$ cat src/rtl/mmap_host.sv
// Host-side initiator for the byte-serial memory-map protocol: serializes command,
// count, address and write data to the UART tx, reassembles read words from UART rx.
module mmap_host #(
  parameter int unsigned TIMEOUT_CYCLES = 1000000
) (
  input  logic        clk,
  input  logic        rst,
  input  logic        h_start,
  input  logic        h_write,
  input  logic        h_incr,
  input  logic [5:0]  h_cmd,
  input  logic [15:0] h_count,
  input  logic [31:0] h_address,
  input  logic [31:0] h_wdata,
  input  logic        h_wvalid,
  output logic        h_wready,
  output logic [31:0] h_rdata,
  output logic        h_rvalid,
  output logic        h_busy,
  output logic        h_done,
  output logic        h_error,
  output logic [7:0]  tx_data,
  output logic        new_tx_data,
  input  logic        tx_busy,
  input  logic [7:0]  rx_data,
  input  logic        new_rx_data
);

  typedef enum logic [2:0] {
    S_IDLE,
    S_HDR,
    S_WGET,
    S_WSEND,
    S_RDATA,
    S_FIN
  } state_t;

  localparam logic [31:0] TOUT_LAST = 32'(TIMEOUT_CYCLES - 1);

  state_t      r_state;
  state_t      w_next;

  logic        r_write;
  logic        r_incr;
  logic [5:0]  r_cmd;
  logic [15:0] r_count;
  logic [31:0] r_addr;
  logic [2:0]  r_hidx;
  logic [1:0]  r_widx;
  logic [16:0] r_words;
  logic [31:0] r_wword;
  logic [23:0] r_shift;
  logic [1:0]  r_ridx;
  logic        r_rd_last;
  logic [31:0] r_tout;
  logic [31:0] r_rdata;
  logic        r_rvalid;
  logic        r_strobe_d;

  logic        w_sending;
  logic        w_strobe;
  logic        w_last_word;
  logic        w_rx_take;
  logic        w_abort;
  logic [7:0]  w_tx_byte;

  // Strobe is combinational so the command byte can launch in the first HDR cycle;
  // the registered copy enforces the one-idle-cycle gap between launches.
  assign w_sending   = (r_state == S_HDR) || (r_state == S_WSEND);
  assign w_strobe    = w_sending && !tx_busy && !r_strobe_d;
  assign w_last_word = (r_words == {1'b0, r_count});
  assign w_rx_take   = (r_state == S_RDATA) && new_rx_data && !r_rd_last;
  assign w_abort     = (r_state == S_RDATA) && !new_rx_data && !r_rd_last &&
                       (r_tout == TOUT_LAST);

  always_comb begin
    w_tx_byte = '0;
    if (r_state == S_HDR) begin
      case (r_hidx)
        3'd0:    w_tx_byte = {r_write, r_incr, r_cmd};
        3'd1:    w_tx_byte = r_count[15:8];
        3'd2:    w_tx_byte = r_count[7:0];
        3'd3:    w_tx_byte = r_addr[31:24];
        3'd4:    w_tx_byte = r_addr[23:16];
        3'd5:    w_tx_byte = r_addr[15:8];
        default: w_tx_byte = r_addr[7:0];
      endcase
    end else if (r_state == S_WSEND) begin
      case (r_widx)
        2'd0:    w_tx_byte = r_wword[31:24];
        2'd1:    w_tx_byte = r_wword[23:16];
        2'd2:    w_tx_byte = r_wword[15:8];
        default: w_tx_byte = r_wword[7:0];
      endcase
    end
  end

  always_comb begin
    w_next = r_state;
    case (r_state)
      S_IDLE:  if (h_start) w_next = S_HDR;
      S_HDR:   if (w_strobe && (r_hidx == 3'd6)) w_next = r_write ? S_WGET : S_RDATA;
      S_WGET:  if (h_wvalid) w_next = S_WSEND;
      S_WSEND: if (w_strobe && (r_widx == 2'd3)) w_next = w_last_word ? S_FIN : S_WGET;
      S_RDATA: begin
        if (r_rd_last) w_next = S_FIN;
        else if (w_abort) w_next = S_IDLE;
      end
      S_FIN:   w_next = S_IDLE;
      default: w_next = S_IDLE;
    endcase
  end

  always_ff @(posedge clk or negedge rst) begin
    if (!rst) r_state <= S_IDLE;
    else      r_state <= w_next;
  end

  always_ff @(posedge clk or negedge rst) begin
    if (!rst) begin
      r_write    <= 1'b0;
      r_incr     <= 1'b0;
      r_cmd      <= '0;
      r_count    <= '0;
      r_addr     <= '0;
      r_hidx     <= '0;
      r_widx     <= '0;
      r_words    <= '0;
      r_wword    <= '0;
      r_shift    <= '0;
      r_ridx     <= '0;
      r_rd_last  <= 1'b0;
      r_tout     <= '0;
      r_rdata    <= '0;
      r_rvalid   <= 1'b0;
      r_strobe_d <= 1'b0;
    end else begin
      r_rvalid   <= 1'b0;
      r_strobe_d <= w_strobe;
      case (r_state)
        S_IDLE: begin
          if (h_start) begin
            r_write   <= h_write;
            r_incr    <= h_incr;
            r_cmd     <= h_cmd;
            r_count   <= h_count;
            r_addr    <= h_address;
            r_hidx    <= '0;
            r_widx    <= '0;
            r_words   <= '0;
            r_ridx    <= '0;
            r_rd_last <= 1'b0;
            r_tout    <= '0;
          end
        end
        S_HDR: begin
          if (w_strobe) r_hidx <= r_hidx + 3'd1;
        end
        S_WGET: begin
          if (h_wvalid) begin
            r_wword <= h_wdata;
            r_widx  <= '0;
          end
        end
        S_WSEND: begin
          if (w_strobe) begin
            r_widx <= r_widx + 2'd1;
            if ((r_widx == 2'd3) && !w_last_word) r_words <= r_words + 17'd1;
          end
        end
        S_RDATA: begin
          if (w_rx_take) begin
            r_shift <= {r_shift[15:0], rx_data};
            r_ridx  <= r_ridx + 2'd1;
            r_tout  <= '0;
            if (r_ridx == 2'd3) begin
              r_rdata  <= {r_shift, rx_data};
              r_rvalid <= 1'b1;
              if (w_last_word) r_rd_last <= 1'b1;
              else             r_words   <= r_words + 17'd1;
            end
          end else if (!r_rd_last) begin
            r_tout <= r_tout + 32'd1;
          end
        end
        default: ;
      endcase
    end
  end

  // Timeout aborts straight from RDATA so done/error land exactly on the expiring cycle.
  assign h_wready    = (r_state == S_WGET);
  assign h_busy      = (r_state != S_IDLE) && (r_state != S_FIN) && !w_abort;
  assign h_done      = (r_state == S_FIN) || w_abort;
  assign h_error     = w_abort;
  assign h_rdata     = r_rdata;
  assign h_rvalid    = r_rvalid;
  assign tx_data     = w_tx_byte;
  assign new_tx_data = w_strobe;

endmodule

$ cat config.mk
export PLATFORM = sky130hd
export DESIGN_NAME = mmap_host
export DESIGN_NICKNAME = d
export VERILOG_FILES = /design/src/rtl/mmap_host.sv
export SDC_FILE = /design/constraint.sdc
export NUM_CORES = 1
export LEC_CHECK = 0
export ABC_AREA = 1
export BUFFER_PORTS_ARGS = -buffer_cell sky130_fd_sc_hd__buf_2
export CAP_MARGIN = 20
export CORE_UTILIZATION = 29
export CTS_BUF_LIST = sky130_fd_sc_hd__clkbuf_4 sky130_fd_sc_hd__clkbuf_8
export DETAILED_ROUTE_END_ITERATION = 16
export HOLD_SLACK_MARGIN = 0.12
export MAX_ROUTING_LAYER = met4
export PLACE_DENSITY_LB_ADDON = 0.08
export REMOVE_ABC_BUFFERS = 1
export SETUP_SLACK_MARGIN = 0.05
export SLEW_MARGIN = 0
export SYNTH_ARGS = -nofsm -noshare
export SYNTH_HDL_FRONTEND = slang
export SYNTH_SLANG_ARGS = --single-unit
$ cat constraint.sdc
create_clock -name clk -period 1.6 [get_ports clk]
set_input_delay 0.16 -clock clk [delete_from_list [all_inputs] [get_ports clk]]
set_output_delay 0.16 -clock clk [all_outputs]
set_load 0.01 [all_outputs]
After elaboration in Yosys (flattened, before gate mapping):

Cells that the tools add are included.

* output and inout bits: 46
* input bits: 102
* register bits after elaboration: 206

* equality and inequality tests: 31
* reductions and logical operators: 39
* mux-type cells: 41
* $add $sub $neg: 5

Operators with widths (count)
* two-way mux 17 bit: 6
* two-way mux 32 bit: 3
* one-hot mux 32 bit (2 select lines): 1
* one-hot mux 17 bit (3 select lines): 1
* one-hot mux 8 bit (6 select lines): 1
* adder 32 x 1 -> 32 bit, second input constant: 1
* == test 32 x 20 -> 1 bit, second input constant: 1
* two-way mux 3 bit: 10
* one-hot mux 8 bit (3 select lines): 1
* adder 17 x 1 -> 17 bit, second input constant: 1
* == test 17 x 16 -> 1 bit: 1
* two-way mux 8 bit: 2
* == test 3 bit, second input constant: 5
* one-hot mux 3 bit (5 select lines): 1
* inequality test 2 bit, second input constant: 7
* == test 3 x 2 -> 1 bit, second input constant: 4
* logical AND 1 bit: 12
* AND reduction 3 bit: 4
* AND reduction 5 bit: 2
* inequality test 3 bit, second input constant: 3
* nonzero test 3 bit: 3
* two-way mux 2 bit: 4
* inequality test 2 x 1 -> 1 bit, second input constant: 4
* two-way mux 1 bit: 7
* 17 further kinds: 31

Longest topological paths before layout:

Gate-level depths: netlist (run 1).

* word-level depth: 7
* gate-level depth with buffers: 12
* gate-level depth less buffers: 12

Worst setup path after synthesis (run 1):

OpenSTA, ideal clock, no wires.

* path kind: register to output
* start: register r_hidx[0]
* end: output port tx_data[0]
* slack: -151 ps
* cell stages (with the launch flop): 9
* arrival: 1591 ps
* path buffers: 1
* cells stage by stage: dfrtp_1 -> ha_1 -> ha_1 -> clkbuf_1 -> inv_1 -> nand3_1 -> nor2_1 -> nor3_1 -> o21ai_0

* longest elaborated chain between the ends: 3
* elaborated cells between the ends (all ways): 8
* those cells by class: eq/ne (5); mux (2); reduce/logical (1)

Ends and longest elaborated chain
* from (decl): line 48 `logic [2:0] r_hidx;`
* from (signal assigned): line 157 `if (w_strobe) r_hidx <= r_hidx + 3'd1;`
* == test 3 bit, or another cell as far along: line 79 `case (r_hidx)`
* one-hot mux 8 bit (6 select lines) *: line 79
* two-way mux 8 bit *: line 78 `if (r_state == S_HDR) begin`
* to (decl): line 22 `output logic [7:0] tx_data,`

Every way passes the cells marked *; elsewhere a longest branch is shown, timed or not.

Worst setup path after layout (run 1):

Ends and elaborated chain as after synthesis.

==> results.ini, run 1 <==
[setup_path]
critPathLaunchType = register
cp_data_required_time_ns = 1.44
worstSetupPathType = reg2out
reg2regPathDepth = 17
cp_data_arrival_time_ns = 2.29
critical_path.n_buffers_inverters = 5
slowest_library_cell_on_the_worst_path = sky130_fd_sc_hd__dfrtp_2
worst_r2r_startpoint = r_state[2]
r2r_slack_ns = -0.54
timing.critical_path.max_delay_family = buffers and inverters
cp_cell_sequence = ha_4, ha_4, inv_4, nand3_4, buf_6, buf_6, nor2_4, nor3_2, o21ai_1, buf_4, buf_6
crit-reg2reg-capture = r_tout[27]
critPathMaxFanout = 5
crit_path_end_kind = primary output
slowest_stage_delay_on_critical_path_ns = 0.46
cp_common_cell = sky130_fd_sc_hd__buf_6

[place]
port-buffer-count = 147
gp_routability_congestion = 0.8730
placement.cell_area_sq_mm = 0.01289
hpwlAfterDp_um = 23050

[drt]
route.final.wire_length_um = 36070
vias_per_cell = 4.560
via_count = 10090
drtAntennaViolNets = 0
drt-pass1-iter-count = 5
post_drt_wl_per_cell_um = 16.30
detailed_route_drc_error_count = 0
first_iter_violations = 408

[yosys]
synthCells = 1208
synthesis.yosys.warnings = 0
post_synthesis_instance_area_sq_mm = 0.01016
synth.top_cell.area_share_pct = 50.72
postSynthAreaPerCell_sq_um = 8.413
synth-seq-area-share_pct = 50.72
yosys.area.top_type = sky130_fd_sc_hd__dfrtp_1
synth.top_cells.by_area = sky130_fd_sc_hd__dfrtp_1 (51%), sky130_fd_sc_hd__nand2_1 (12%), sky130_fd_sc_hd__mux2_2 (6.5%)
count_of_cell_types_in_the_netlist = 41
register_bit_total_from_synthesis = 206

[final_layout]
drive_gt1_share_pct = 47.72
num_antenna_cells = 0
most_common_cell_after_layout_fill_and_taps_aside = sky130_fd_sc_hd__nand2_1
final_cell_area_sq_mm = 0.01766
design.final.nets = 1845
multi_input_comb_area_sq_mm = 0.005766
layout.cells.most_common_list = sky130_fd_sc_hd__nand2_1 (219), sky130_fd_sc_hd__dfrtp_1 (203), sky130_fd_sc_hd__buf_4 (164), sky130_fd_sc_hd__buf_2 (137), sky130_fd_sc_hd__inv_1 (110)
num-fill-cells = 3245
final_core_utilization_pct = 51.14
area_delta_synth_final_pct = 73.80
sequential_cell_area_sq_mm = 0.005159

[timing]
hold_violations = 0
layout_worst_path_cycle_share_pct = 153.0
slew_violations = 0
worst_slew_margin_rel_pct = 64.13
holdWs_ns = 0.1756
worstMarginPinSlew_ns = 0.5324
final-setup-viol-count = 218
fin_crit_ns = 2.447
rsz_0062_raised_after_global_routing = yes
finalClockSkew_ns = 0.01706
fmax_mhz = 408.6
fin_ws_ns = -0.8473

[die]
floorplan.die_area_sq_mm = 0.03580
die_height_um = 189.2
floorplan.rows = 68
chipWidth_um = 189.2
ioPinCount = 148
floorplan.core_area_sq_mm = 0.03454
initial_utilization_pct = 29.42

[outcome]
violated_checks = setup timing
outcome = complete, but fails checks

[clock_tree]
numClockSinks = 206
clock_latency_reported_for_the_late_side_of_the_worst_skew_pair_ns = 0.56
h_tree_levels = 2
clock-root-buffer = sky130_fd_sc_hd__clkbuf_8
clkSlewWorstSetupHoldPaths_ns = 0.06
cts_tree = yes
clockBufferDepth = 3
cts_buffers = 39

[global_route]
number_of_global_route_vias_before_repair = 10140
grt_util_all_layers_pct = 20.16
grt_start_max_net_pins = 47
wire_length_of_the_first_global_routing_pass_um = 55050
grt_antenna_before_repair = 0
global_route.overflow_total = 0

[hold_path]
min_path_cells = 4
min-delay-start = h_wvalid
hp-class = in2reg
whs_endpoint = r_widx[1]

[power_and_ir_drop]
power-per-cell-area_mw_per_mm2 = 1478
worst_ir_drop_vdd_uv = 669.7
report.power.total_mw = 26.11
total_leakage_power_nw = 8.553

[run]
number_of_maximum_capacitance_violations = 0

==> state kept, by name, summed over array words and instances (netlist names), 2 cells and up <==
signal   flops
h_rdata     32
r_addr      32
r_tout      32
r_wword     32
r_shift     24
r_words     17
r_count     16
r_cmd        6
r_hidx       3
r_state      3
r_ridx       2
r_widx       2
==> area by class of cell <==
class                      count  area share (%)
clock buffer                  64           4.455
clock inverter                 5          0.1771
sequential                   206           29.20
timing repair buffer         517           27.21
multi-input combinational    836           32.64
timing repair inverter         1         0.04250
inverter                     129           3.046
tap                          455           3.223
==> worst max path at each step <==
stage	startpoint	end	slack, ns	depth (start not counted)
after floorplan	r_state[1]	r_tout[6]	-1.20	8
after global placement	r_hidx[0]	tx_data[0]	-0.59	11
after detailed placement	r_hidx[0]	tx_data[0]	-0.59	11
after CTS	r_hidx[1]	tx_data[0]	-0.92	11
after global routing	r_hidx[0]	tx_data[0]	-0.95	11
final	r_hidx[0]	tx_data[0]	-0.85	11
==> synth_stat cells <==
cell type,n
sky130_fd_sc_hd__nand2_1,336
sky130_fd_sc_hd__dfrtp_1,206
sky130_fd_sc_hd__inv_1,126
sky130_fd_sc_hd__nor2_1,121
sky130_fd_sc_hd__o21ai_0,82
sky130_fd_sc_hd__a21oi_1,59
sky130_fd_sc_hd__mux2_2,59
sky130_fd_sc_hd__nand3_1,40
sky130_fd_sc_hd__nand4_1,36
sky130_fd_sc_hd__nor3_1,19
sky130_fd_sc_hd__xor2_1,16
sky130_fd_sc_hd__buf_2,15
sky130_fd_sc_hd__clkbuf_1,14
sky130_fd_sc_hd__ha_1,13
sky130_fd_sc_hd__a31oi_1,6
sky130_fd_sc_hd__buf_1,6
sky130_fd_sc_hd__nor4_1,5
sky130_fd_sc_hd__o22ai_1,5
sky130_fd_sc_hd__xnor2_1,5
sky130_fd_sc_hd__nand2_2,4
sky130_fd_sc_hd__nor2_2,4
sky130_fd_sc_hd__a221oi_1,3
sky130_fd_sc_hd__and3_1,3
sky130_fd_sc_hd__inv_2,2
sky130_fd_sc_hd__nand2_4,2
sky130_fd_sc_hd__nand3b_1,2
sky130_fd_sc_hd__nor2_4,2
sky130_fd_sc_hd__nor2_8,2
sky130_fd_sc_hd__nor3b_1,2
sky130_fd_sc_hd__o2111ai_1,2
sky130_fd_sc_hd__a22oi_1,1
sky130_fd_sc_hd__buf_4,1
sky130_fd_sc_hd__buf_6,1
sky130_fd_sc_hd__clkinv_1,1
sky130_fd_sc_hd__mux2i_1,1
sky130_fd_sc_hd__nand3_2,1
sky130_fd_sc_hd__nor3_2,1
sky130_fd_sc_hd__o21a_1,1
sky130_fd_sc_hd__o21ai_4,1
sky130_fd_sc_hd__o31ai_1,1
sky130_fd_sc_hd__or2_2,1
==> kinds of logic (layout without fill, tap and decap cells) <==
group | after synthesis | in the layout | synth area share [%]
flip-flops | 206 | 206 | 50.72
AND/OR/NAND/NOR | 581 | 581 | 24.38
multiplexers | 60 | 60 | 6.636
AO/OA/AOI/OAI | 161 | 161 | 8.433
XOR/XNOR | 21 | 21 | 1.810
adder cells (fa/ha/maj) | 13 | 13 | 1.600
buffers and inverters | 166 | 716 | 6.426
==> stage by stage <==
step	cells	worst slack, ns	setup TNS, ns
after global placement	1963	-0.5934	-10.45
after CTS	2178	-0.9243	-85.85
after floorplan	1171	-1.200	-85.34
final	2213	-0.8473	-89.08
after global routing	2213	-0.9490	-104.19
after detailed placement	1963	-0.5863	-11.59
==> per-layer routing <==
layer  part of all wire [%]  vias up  global-route usage, %
li1                       -     5008                      -
met1                     48     4804                  27.87
met2                     46      226                  30.59
met3                    4.3       54                  3.133
met4                    2.1        0                  5.428
met5                      0        -                      -
==> tightest hold or removal path, delay by kind of cell <==
kind,cells,cell delay [ns]
buf+inv,1,0.15
simple gates,1,0.15
compound gates,2,0.22
==> timing repair <==
item                                    CTS  global route
resized for setup                       223           365
setup buffers                            35            37
hold buffers                            100             0
pin swaps                                31            75
endpoints found under the setup margin  153           219
endpoints found under the hold margin   312             0
gates cloned                             13            14
==> power breakdown <==
group,internal [mW],switching [mW],total [mW]
Combinational,6.61,6.29,12.9
Clock,3.10,2.33,5.43
Sequential,6.72,1.06,7.78
(Power assumes the default switching activity.)
==> run 2, diff against run 1 <==
PLACE_DENSITY = 0.49   (was not set)
PLACE_DENSITY_LB_ADDON = not set   (was 0.08)
==> run 2 against run 1 <==
Net effect:
- the flow still finishes with violations (setup timing)
- combinational power about the same
- maximum frequency up 3.8%
- hold slack better by 0.16 ns
- utilization down 1.4 points
- via count down 0.68%
- clock power up 3%
- sequential cell count unchanged
- clock skew up 0.015 ns
- sequential power down 1%
- register-to-register slack better by 0.22 ns
- power about the same
==> results.ini, run 2 (synthesis gave the netlist of run 1 again) <==
[timing]
rsz_0062_raised_after_global_routing = yes
slew_violations = 0  ; unchanged
final-setup-viol-count = 211  ; -3.2%
worst_slew_margin_rel_pct = 66.76  ; +2.6 points
finalClockSkew_ns = 0.03230  ; +0.01524 ns
layout_worst_path_cycle_share_pct = 147.3  ; -5.6 points
worstMarginPinSlew_ns = 0.4947  ; -0.03761 ns
fin_ws_ns = -0.7575  ; +0.08985 ns
hold_violations = 0  ; unchanged
holdWs_ns = 0.3377  ; +0.1622 ns
fin_crit_ns = 2.357  ; -0.08985 ns
fmax_mhz = 424.2  ; +3.8%

[power_and_ir_drop]
power-per-cell-area_mw_per_mm2 = 1518  ; +2.7%
power.net_switching_mw = 9.629  ; -0.46%
comb_power_share_pct = 49.1  ; -0.3 points
power.internal_mw = 16.48  ; +0.28%
sequentialPowerShare_pct = 29.4  ; -0.4 points
fraction_of_power_consumed_by_the_clock_network_pct = 21.5  ; +0.7 points
total_leakage_power_nw = 8.299  ; -3.0%
switching_share_pct = 36.88  ; -0.17 points
report.power.total_mw = 26.11  ; about the same
worst_ir_drop_vdd_uv = 992.3  ; +48%

[place]
hpwlAfterDp_um = 22690  ; -1.5%
gp_routability_congestion = 0.9274  ; +6.2%
placement.cell_area_sq_mm = 0.01273  ; -1.2%
port-buffer-count = 147  ; unchanged
placedCellCount = 1942  ; -1.1%

[global_route]
grt_start_max_net_pins = 49  ; +4.3%
wire_length_of_the_first_global_routing_pass_um = 53460  ; -2.9%
grt_antenna_before_repair = 0  ; unchanged
number_of_global_route_vias_before_repair = 10340  ; +1.9%
global_route.overflow_total = 0  ; unchanged
grt_util_all_layers_pct = 19.54  ; -0.62 points

[hold_path]
hp-class = in2reg
min_path_cells = 9  ; +5

[drt]
drtAntennaViolNets = 0  ; unchanged
via_count = 10020  ; -0.68%
post_drt_wl_per_cell_um = 16.06  ; -1.5%
vias_per_cell = 4.581  ; +0.45%
route.final.wire_length_um = 35130  ; -2.6%
drt-pass1-iter-count = 4  ; -1
detailed_route_drc_error_count = 0  ; unchanged
first_iter_violations = 428  ; +4.9%

[die]
floorplan.die_area_sq_mm = 0.03580  ; unchanged
chipWidth_um = 189.2  ; unchanged
floorplan.rows = 68  ; unchanged
die_height_um = 189.2  ; unchanged
floorplan.core_area_sq_mm = 0.03454  ; unchanged
initial_utilization_pct = 29.42  ; unchanged
ioPinCount = 148  ; unchanged

[clock_tree]
clock-root-buffer = sky130_fd_sc_hd__clkbuf_8
cts_buffers = 40  ; +2.6%
clock_latency_reported_for_the_late_side_of_the_worst_skew_pair_ns = 0.57  ; about the same
h_tree_levels = 2  ; unchanged
numClockSinks = 206  ; unchanged
cts_tree = yes
clkSlewWorstSetupHoldPaths_ns = 0.06  ; about the same
clockBufferDepth = 3  ; unchanged

[final_layout]
final_core_utilization_pct = 49.78  ; -1.4 points
area_delta_synth_final_pct = 69.19
drive_gt1_share_pct = 45.35  ; -2.4 points
num_antenna_cells = 0  ; unchanged
layout.cells.most_common_list = sky130_fd_sc_hd__nand2_1 (260), sky130_fd_sc_hd__dfrtp_1 (203), sky130_fd_sc_hd__buf_4 (153), sky130_fd_sc_hd__buf_2 (137), sky130_fd_sc_hd__inv_1 (108)
final_cell_area_sq_mm = 0.01720  ; -2.7%
design.final.nets = 1821  ; -1.3%
num-fill-cells = 3279  ; +1.0%
most_common_cell_after_layout_fill_and_taps_aside = sky130_fd_sc_hd__nand2_1
finish.cell_count_without_fillers = 2188  ; -1.1%

[setup_path]
worstSetupPathType = reg2out
cp_data_required_time_ns = 1.44  ; about the same
cp_cell_sequence = buf_6, ha_4, nand2_4, buf_6, o21ai_4, nor3_2, o21ai_1, buf_4, nand2_2, nand2_2, buf_6
critical_path.n_buffers_inverters = 4  ; -1
cp_num_cells = 11  ; unchanged
reg2regPathDepth = 13  ; -4
timing.critical_path.max_delay_family = buffers and inverters
critPathMaxFanout = 5  ; unchanged
slowest_stage_delay_on_critical_path_ns = 0.42  ; -0.04 ns
critPathLaunchType = register
cp_data_arrival_time_ns = 2.20  ; -0.09 ns
cp_common_cell = sky130_fd_sc_hd__buf_6
slowest_library_cell_on_the_worst_path = sky130_fd_sc_hd__dfrtp_1
crit_path_end_kind = primary output

[outcome]
outcome = complete, but fails checks
violated_checks = setup timing

[run]
number_of_maximum_capacitance_violations = 0  ; unchanged

run 2: path summary, 6_finish.rpt:
path | from | end | slack [ns]
min in group asynchronous | rst | r_words[11] | 0.64
hold reg to reg | h_rdata[24] | h_rdata[24] | 0.46
max in group asynchronous | rst | r_addr[31] | 0.33
setup / recovery | r_hidx[1] | tx_data[5] | -0.76
setup reg to reg | r_state[1] | r_words[5] | -0.32
hold / removal | new_rx_data | r_state[2] | 0.34
run 2: what timing repair did:
item                                    CTS  global route
hold buffers                            102             0
endpoints found under the setup margin  136           211
setup buffers                            35            38
cloned                                    6            11
hold endpoints to repair                318             0
gates resized for setup                 288           223
pin swaps                                70            54
run 2: per-layer routing:
layer  GRT usage (%)  vias up  wire length, um
met2           31.62      214            16950
li1                -     4933                -
met1           24.43     4790            15540
met5               -        -                0
met3           3.003       86             1425
met4           7.847        0             1217
run 2: worst min-delay path, delay by kind of cell:
| kind | cells | cell delay (ns) |
|---|---|---|
| buffers and inverters | 4 | 0.34 |
| and+or+nand+nor | 5 | 0.36 |
run 2: layout make-up:
cell class | instances | area, sq um | share of cell area [%]
multi-input cells | 836 | 5673 | 32.99
inverters | 129 | 519.2 | 3.020
clock buffers | 60 | 775.7 | 4.511
repair buffers | 493 | 4419 | 25.70
flip-flops and latches | 206 | 5159 | 30.00
well taps | 455 | 569.3 | 3.311
clock inverters | 9 | 80.08 | 0.4657
run 2: per-stage QoR:
step / TNS (ns) / worst slack, ns
6_report: -37.48 / -0.7575
5_1_grt: -51.84 / -0.9161
4_1_cts: -28.50 / -0.8229
3_5_place_dp: -8.653 / -0.6990
3_3_place_gp: -7.130 / -0.6906
2_1_floorplan: -85.34 / -1.200
run 2: power by group through the flow:
stage               combinational (mW)  sequential [mW]  clock [mW]
global route                      13.8             7.86        6.03
CTS                               11.0             7.62        5.79
global placement                  8.12             7.65           0
floorplan                         4.33             7.34           0
detailed placement                8.17             7.67           0
finish                            12.8             7.68        5.61
